$ cat config.mk
export PLATFORM = sky130hd
export DESIGN_NAME = matrix_keypad_reader
export DESIGN_NICKNAME = d
export VERILOG_FILES = /design/src/rtl/keypad_pkg.sv /design/src/rtl/scan_tick_gen.sv /design/src/rtl/matrix_keypad_reader.sv
export SDC_FILE = /design/constraint.sdc
export NUM_CORES = 1
export LEC_CHECK = 0
export ABC_CLOCK_PERIOD_IN_PS = 2300
export CAP_MARGIN = 40
export CORE_MARGIN = 2
export CORE_UTILIZATION = 48
export CTS_BUF_LIST = sky130_fd_sc_hd__clkbuf_8 sky130_fd_sc_hd__clkbuf_16
export DETAILED_ROUTE_END_ITERATION = 6
export MAX_ROUTING_LAYER = met4
export PLACE_DENSITY = 0.75
export SYNTH_ARGS = -nofsm -noshare
export SYNTH_HDL_FRONTEND = slang
export SYNTH_SLANG_ARGS = --single-unit
export TNS_END_PERCENT = 50
$ cat constraint.sdc
create_clock -name clock -period 2.3 [get_ports clock]
set_clock_uncertainty 0.15 [all_clocks]
set_input_delay 0.345 -clock clock [delete_from_list [all_inputs] [get_ports clock]]
set_output_delay 0.345 -clock clock [all_outputs]
set_load 0.1 [all_outputs]
$ cat src/rtl/keypad_pkg.sv
// Shared definitions for the 4x4 matrix keypad reader.
//
// Holds the scan FSM state enumeration, the active-low column drive patterns,
// the key code width and small helpers that map between column patterns,
// column indices, row vectors and key codes.
package keypad_pkg;

  // Key code is row * 4 + col, so two bits of row and two bits of column.
  localparam int unsigned CodeWidth = 4;

  typedef enum logic [1:0] {
    StScan,
    StDebounce,
    StHeld,
    StRelease
  } key_state_e;

  // Column drive patterns: exactly one column pulled low.
  localparam logic [3:0] Col0 = 4'b1110;
  localparam logic [3:0] Col1 = 4'b1101;
  localparam logic [3:0] Col2 = 4'b1011;
  localparam logic [3:0] Col3 = 4'b0111;

  // Rows are pulled up, so no key on the driven column reads as all ones.
  localparam logic [3:0] AllRowsHigh = 4'hF;

  // Rotate the low bit one place up, wrapping column 3 back to column 0.
  function automatic logic [3:0] next_col(input logic [3:0] col_n);
    return {col_n[2:0], col_n[3]};
  endfunction

  // Index of the single low bit in a column drive pattern.
  function automatic logic [1:0] col_index(input logic [3:0] col_n);
    logic [1:0] idx;
    idx = 2'd0;
    unique case (col_n)
      Col0:    idx = 2'd0;
      Col1:    idx = 2'd1;
      Col2:    idx = 2'd2;
      Col3:    idx = 2'd3;
      default: idx = 2'd0;
    endcase
    return idx;
  endfunction

  // Lowest-index row that reads low; only meaningful when some row is low.
  function automatic logic [1:0] lowest_low_row(input logic [3:0] rows_n);
    logic [1:0] idx;
    idx = 2'd0;
    if (!rows_n[0]) begin
      idx = 2'd0;
    end else if (!rows_n[1]) begin
      idx = 2'd1;
    end else if (!rows_n[2]) begin
      idx = 2'd2;
    end else begin
      idx = 2'd3;
    end
    return idx;
  endfunction

  function automatic logic [CodeWidth-1:0] key_code_of(input logic [1:0] row,
                                                       input logic [1:0] col);
    return {row, col};
  endfunction

endpackage

$ cat src/rtl/scan_tick_gen.sv
// Scan tick generator for the keypad reader.
//
// A free-running counter of SCAN_DIV_BITS bits; tick is high for the single
// clock cycle in which the counter holds all ones, giving one tick every
// 2^SCAN_DIV_BITS clocks.
//
// Ports:
//   clock  - sole clock, rising edge
//   rst_n  - asynchronous active-low reset, clears the counter
//   tick   - one-cycle scan strobe
module scan_tick_gen #(
  parameter int unsigned SCAN_DIV_BITS = 15
) (
  input  logic clock,
  input  logic rst_n,
  output logic tick
);

  logic [SCAN_DIV_BITS-1:0] count_q;

  always_ff @(posedge clock or negedge rst_n) begin
    if (!rst_n) begin
      count_q <= '0;
    end else begin
      count_q <= count_q + 1'b1;
    end
  end

  assign tick = &count_q;

endmodule

$ cat src/rtl/matrix_keypad_reader.sv
// 4x4 matrix keypad reader with debounce and a CPU read interface.
//
// Drives one column low at a time, rotating on each scan tick while no row
// reads low. A low row starts a debounce on that row/column; after
// DEBOUNCE_SCANS consecutive low samples the key is accepted once and the
// scanner parks on that column until the keypad has read all-high for
// DEBOUNCE_SCANS consecutive ticks. There is no auto-repeat.
//
// Ports:
//   clock         - sole clock, rising edge
//   rst_n         - asynchronous active-low reset
//   chip_select   - CPU read strobe, clears key_valid / key_overflow
//   row_input     - keypad rows, active-low, asynchronous
//   col_output    - column drive, exactly one bit low
//   key_code      - last accepted key (row * 4 + col)
//   key_data      - last eight accepted codes as nibbles, newest in [3:0]
//   key_valid     - sticky: an unacknowledged key is pending
//   key_overflow  - sticky: a key was accepted while one was already pending
module matrix_keypad_reader
  import keypad_pkg::*;
#(
  parameter int unsigned SCAN_DIV_BITS  = 15,
  parameter int unsigned DEBOUNCE_SCANS = 4
) (
  input  logic                 clock,
  input  logic                 rst_n,
  input  logic                 chip_select,
  input  logic [3:0]           row_input,
  output logic [3:0]           col_output,
  output logic [CodeWidth-1:0] key_code,
  output logic [31:0]          key_data,
  output logic                 key_valid,
  output logic                 key_overflow
);

  // The detection sample counts as the first low sample, so acceptance comes
  // when the counter of further low samples reaches DEBOUNCE_SCANS - 1.
  localparam logic [3:0] PressLast   = 4'(DEBOUNCE_SCANS - 1);
  localparam logic [3:0] ReleaseLast = 4'(DEBOUNCE_SCANS);

  // ---------------------------------------------------------------------------
  // Row synchronizer
  // ---------------------------------------------------------------------------
  logic [3:0] row_meta_q;
  logic [3:0] row_sync_q;

  always_ff @(posedge clock or negedge rst_n) begin
    if (!rst_n) begin
      row_meta_q <= AllRowsHigh;
      row_sync_q <= AllRowsHigh;
    end else begin
      row_meta_q <= row_input;
      row_sync_q <= row_meta_q;
    end
  end

  // ---------------------------------------------------------------------------
  // Scan tick
  // ---------------------------------------------------------------------------
  logic tick;

  scan_tick_gen #(
    .SCAN_DIV_BITS (SCAN_DIV_BITS)
  ) u_scan_tick_gen (
    .clock (clock),
    .rst_n (rst_n),
    .tick  (tick)
  );

  // ---------------------------------------------------------------------------
  // Scan / debounce FSM
  // ---------------------------------------------------------------------------
  key_state_e state_q, state_d;
  logic [3:0] col_q, col_d;
  logic [1:0] row_q, row_d;
  logic [3:0] count_q, count_d;
  logic [3:0] count_inc;
  logic       rows_idle;
  logic       accept;

  assign count_inc = count_q + 4'd1;
  assign rows_idle = (row_sync_q == AllRowsHigh);

  always_comb begin
    state_d = state_q;
    col_d   = col_q;
    row_d   = row_q;
    count_d = count_q;
    accept  = 1'b0;

    if (tick) begin
      unique case (state_q)
        StScan: begin
          if (rows_idle) begin
            col_d = next_col(col_q);
          end else begin
            // Column is left where it is so the captured key stays driven.
            row_d   = lowest_low_row(row_sync_q);
            count_d = '0;
            state_d = StDebounce;
          end
        end

        StDebounce: begin
          if (!row_sync_q[row_q]) begin
            count_d = count_inc;
            if (count_inc == PressLast) begin
              accept  = 1'b1;
              state_d = StHeld;
            end
          end else begin
            state_d = StScan;
            col_d   = next_col(col_q);
          end
        end

        StHeld: begin
          // Any low row keeps us here: other keys are ignored until release.
          if (rows_idle) begin
            count_d = 4'd1;
            state_d = StRelease;
          end
        end

        StRelease: begin
          if (rows_idle) begin
            count_d = count_inc;
            if (count_inc == ReleaseLast) begin
              state_d = StScan;
              col_d   = next_col(col_q);
            end
          end else begin
            state_d = StHeld;
          end
        end

        default: begin
          state_d = StScan;
        end
      endcase
    end
  end

  always_ff @(posedge clock or negedge rst_n) begin
    if (!rst_n) begin
      state_q <= StScan;
      col_q   <= Col0;
      row_q   <= 2'd0;
      count_q <= 4'd0;
    end else begin
      state_q <= state_d;
      col_q   <= col_d;
      row_q   <= row_d;
      count_q <= count_d;
    end
  end

  assign col_output = col_q;

  // ---------------------------------------------------------------------------
  // CPU-visible key registers
  // ---------------------------------------------------------------------------
  logic [CodeWidth-1:0] accept_code;
  logic [CodeWidth-1:0] key_code_q, key_code_d;
  logic [31:0]          key_data_q, key_data_d;
  logic                 key_valid_q, key_valid_d;
  logic                 key_overflow_q, key_overflow_d;

  assign accept_code = key_code_of(row_q, col_index(col_q));

  always_comb begin
    key_code_d     = key_code_q;
    key_data_d     = key_data_q;
    key_valid_d    = key_valid_q;
    key_overflow_d = key_overflow_q;

    if (chip_select) begin
      key_valid_d    = 1'b0;
      key_overflow_d = 1'b0;
    end

    // Acceptance overrides a simultaneous read; overflow then reflects
    // whether a key was still pending before this one.
    if (accept) begin
      key_code_d     = accept_code;
      key_data_d     = {key_data_q[31-CodeWidth:0], accept_code};
      key_valid_d    = 1'b1;
      key_overflow_d = key_valid_q | (key_overflow_q & ~chip_select);
    end
  end

  always_ff @(posedge clock or negedge rst_n) begin
    if (!rst_n) begin
      key_code_q     <= '0;
      key_data_q     <= '0;
      key_valid_q    <= 1'b0;
      key_overflow_q <= 1'b0;
    end else begin
      key_code_q     <= key_code_d;
      key_data_q     <= key_data_d;
      key_valid_q    <= key_valid_d;
      key_overflow_q <= key_overflow_d;
    end
  end

  assign key_code     = key_code_q;
  assign key_data     = key_data_q;
  assign key_valid    = key_valid_q;
  assign key_overflow = key_overflow_q;

endmodule

==> impl_metrics.yaml <==
placement:
  gp_congestion: 0.808
  numPortBuffers: 48
  dp_hpwl_mm: 3.47
drt:
  ant_nets: 0
  vias: 1897
  wl_met3_um: 303
  drt_iter0_markers: 67
  first_pass_iters: 4
  wl_met1_mm: 2.49
  drc: 0
  wire_per_inst_um: 15.2
  finalWirelength_mm: 5.50
  wl_met2_mm: 2.62
  top_layer: "met4"
  avgViaCountPerCell: 5.25
sta:
  relSlewSlack_pct: 72.4
  period_share_pct: 99.2
  max_freq_mhz: 438
  slew_violations: 0
  setup_viol: 0
  worstMarginPinSlew_ps: 410
  fin_crit_ps: 2280
  hold_viol_final: 0
power_and_ir_drop:
  p_per_area_mw_per_mm2: 588
  p_leak_nw: 1.94
  peakVddDrop_uv: 571
  fin_total_pwr_mw: 2.26
setup_path:
  end_kind: "flip-flop"
  crit_type: "flip-flop to flip-flop"
  critPathArrivalTime_ps: 2350
  critPathRequiredTime_ps: 2370
  critPathMaxFanout: 17
  critPathLaunchType: "flip-flop"
synth:
  synth_top_cells_by_area: "dfrtp_1 (47%), mux2_4 (14%), dfstp_2 (9.4%)"
  syn_avg_cell_area_um2: 14.1
  synthDistinctLibCells: 40
  synthCells: 219
  synth_warnings: 0
  synth_common_cells: "dfrtp_1 (58), mux2_4 (28), dfstp_2 (11)"
  mappedNetlistArea_mm2: 0.00309
  synth_edf_count: 0
  synth_top_area_share_pct: 47.0
  ys_ff_latch: 69
  synth_seq_area_share_pct: 56.4
  syn_nets: 229
  synth_flop_cell: "dfrtp_1"
  synthArstFlopShare_pct: 100
  synth_top_area_cell: "dfrtp_1"
  synth.most_common_cell: "dfrtp_1"
grt:
  antenna_found_initial: 0
  grt_pass1_wl_mm: 9.09
  grt_pass1_vias: 1839
  grt_max_degree: 70
  grt_usage_pct: 16.9
  overflow: 0
finish:
  drive_gt1_share_pct: 45.4
  antenna_cells: 0
  nets: 289
  fin_util_pct: 61.1
  syn2layout_area_growth_pct: 24.3
clock_tree:
  cts_made_buffers: 9
  clk_latency_ps: 340
  clock-root-buffer: "clkbuf_8"
  cts.clk_slew.worst_paths_ps: 80
  tritoncts: "yes"
  clkSinkCount: 69
  cts.path.max_buffers: 2
  htree_num_levels: 3
floorplanning:
  rows: 29
  die_w_um: 84.2
  die_area_mm2: 0.00709
  core_mm2: 0.00628
  initial_core_util_pct: 49.2
  die_h_um: 84.2
  io_pins: 49
min_path:
  min_path_type: "flip-flop to flip-flop"
flow_run:
  maxCapViolations: 0
run_status:
  status: "finished clean"
flip-flops by register name, indices dropped and copies added, names as in the netlist:
signal,flops
row_sync_q,4
u_scan_tick_gen.count_q,15
row_meta_q,4
key_valid,1
key_data,29
key_overflow,1
row_q,2
state_q,2
count_q,4
key_code,3
col_output,4
routing by layer:
metal | global-route usage (%) | vias up
met2 | 23.9 | 41
li1 | - | 900
met1 | 22.3 | 949
met5 | - | -
met4 | 6.16 | 0
met3 | 6.29 | 7
critical path, cell delays in order (launching register included):
cell and delay (ps):
dfrtp_2 420, ha_2 190, or4b_4 550, o31ai_4 90
nand3_4 110, buf_4 170, buf_16 160, mux2_4 310
per-stage QoR:
stage / cells / hold WS (ps) / instance area [µm²] / TNS [ps] / setup slack [ps]
after global placement: 338 / 197 / 3530 / 0 / 114
after global routing: 361 / 208 / 3840 / -487 / -32.0
final: 361 / 199 / 3840 / 0 / 19.4
after floorplan: 219 / -101 / 3090 / 0 / 71.1
after CTS: 355 / 200 / 3740 / 0 / 29.3
after detailed placement: 338 / 197 / 3530 / 0 / 63.8
timing repair:
item | 4_1_cts | 5_1_grt
setup endpoints to repair | 0 | 33
hold endpoints to repair | 58 | 0
buffers inserted | 0 | 5
hold buffers | 1 | 0
resized for setup | 0 | 8
worst paths after layout:
check	from	end	slack (ps)	cells after the start
max reg2reg	count_q[0]	key_data[13]	20	7
min	row_meta_q[0]	row_sync_q[0]	200	0
min reg2reg	row_meta_q[0]	row_sync_q[0]	200	0
min in group asynchronous	rst_n	key_valid	400	3
max	count_q[0]	key_data[13]	20	7
max in group asynchronous	rst_n	row_sync_q[1]	1270	3
cells in the final DEF (no fill, tap or decap), drive strengths merged, types with 3 or more instances in the layout:
cell	count
xor2	7
dfstp	11
nor2	10
clkinvlp	3
clkdlybuf4s50	5
ha	3
xnor2	9
buf	51
and3	4
and4	4
nand2b	4
mux2	38
nand3	10
dfrtp	58
a21oi	5
mux2i	4
nand4	5
clkbuf	11
inv	7
nand2	9
final cells by class:
cell class	count	area, µm²
clock inverter	6	62.6
clock buffer	10	138
sequential	69	1740
tap	77	96.3
inverter	7	26.3
multi-input combinational	134	1270
timing repair buffer	58	502
fill	494	2440
power by group:
group          internal, mW  switching (mW)
Combinational        0.0166          0.0288
Clock                 0.526           0.456
Sequential             1.23         0.00534
kinds of logic after synthesis:
logic type | count (synthesis) | share of synthesized area (%)
fa+ha+maj | 3 | 1.22
xor+xnor | 16 | 4.54
compound gates | 18 | 4.42
mux | 43 | 19.3
flops | 69 | 56.4
buf+inv | 16 | 3.16
simple gates | 54 | 11.0
Power figures use the tool's default switching activity.
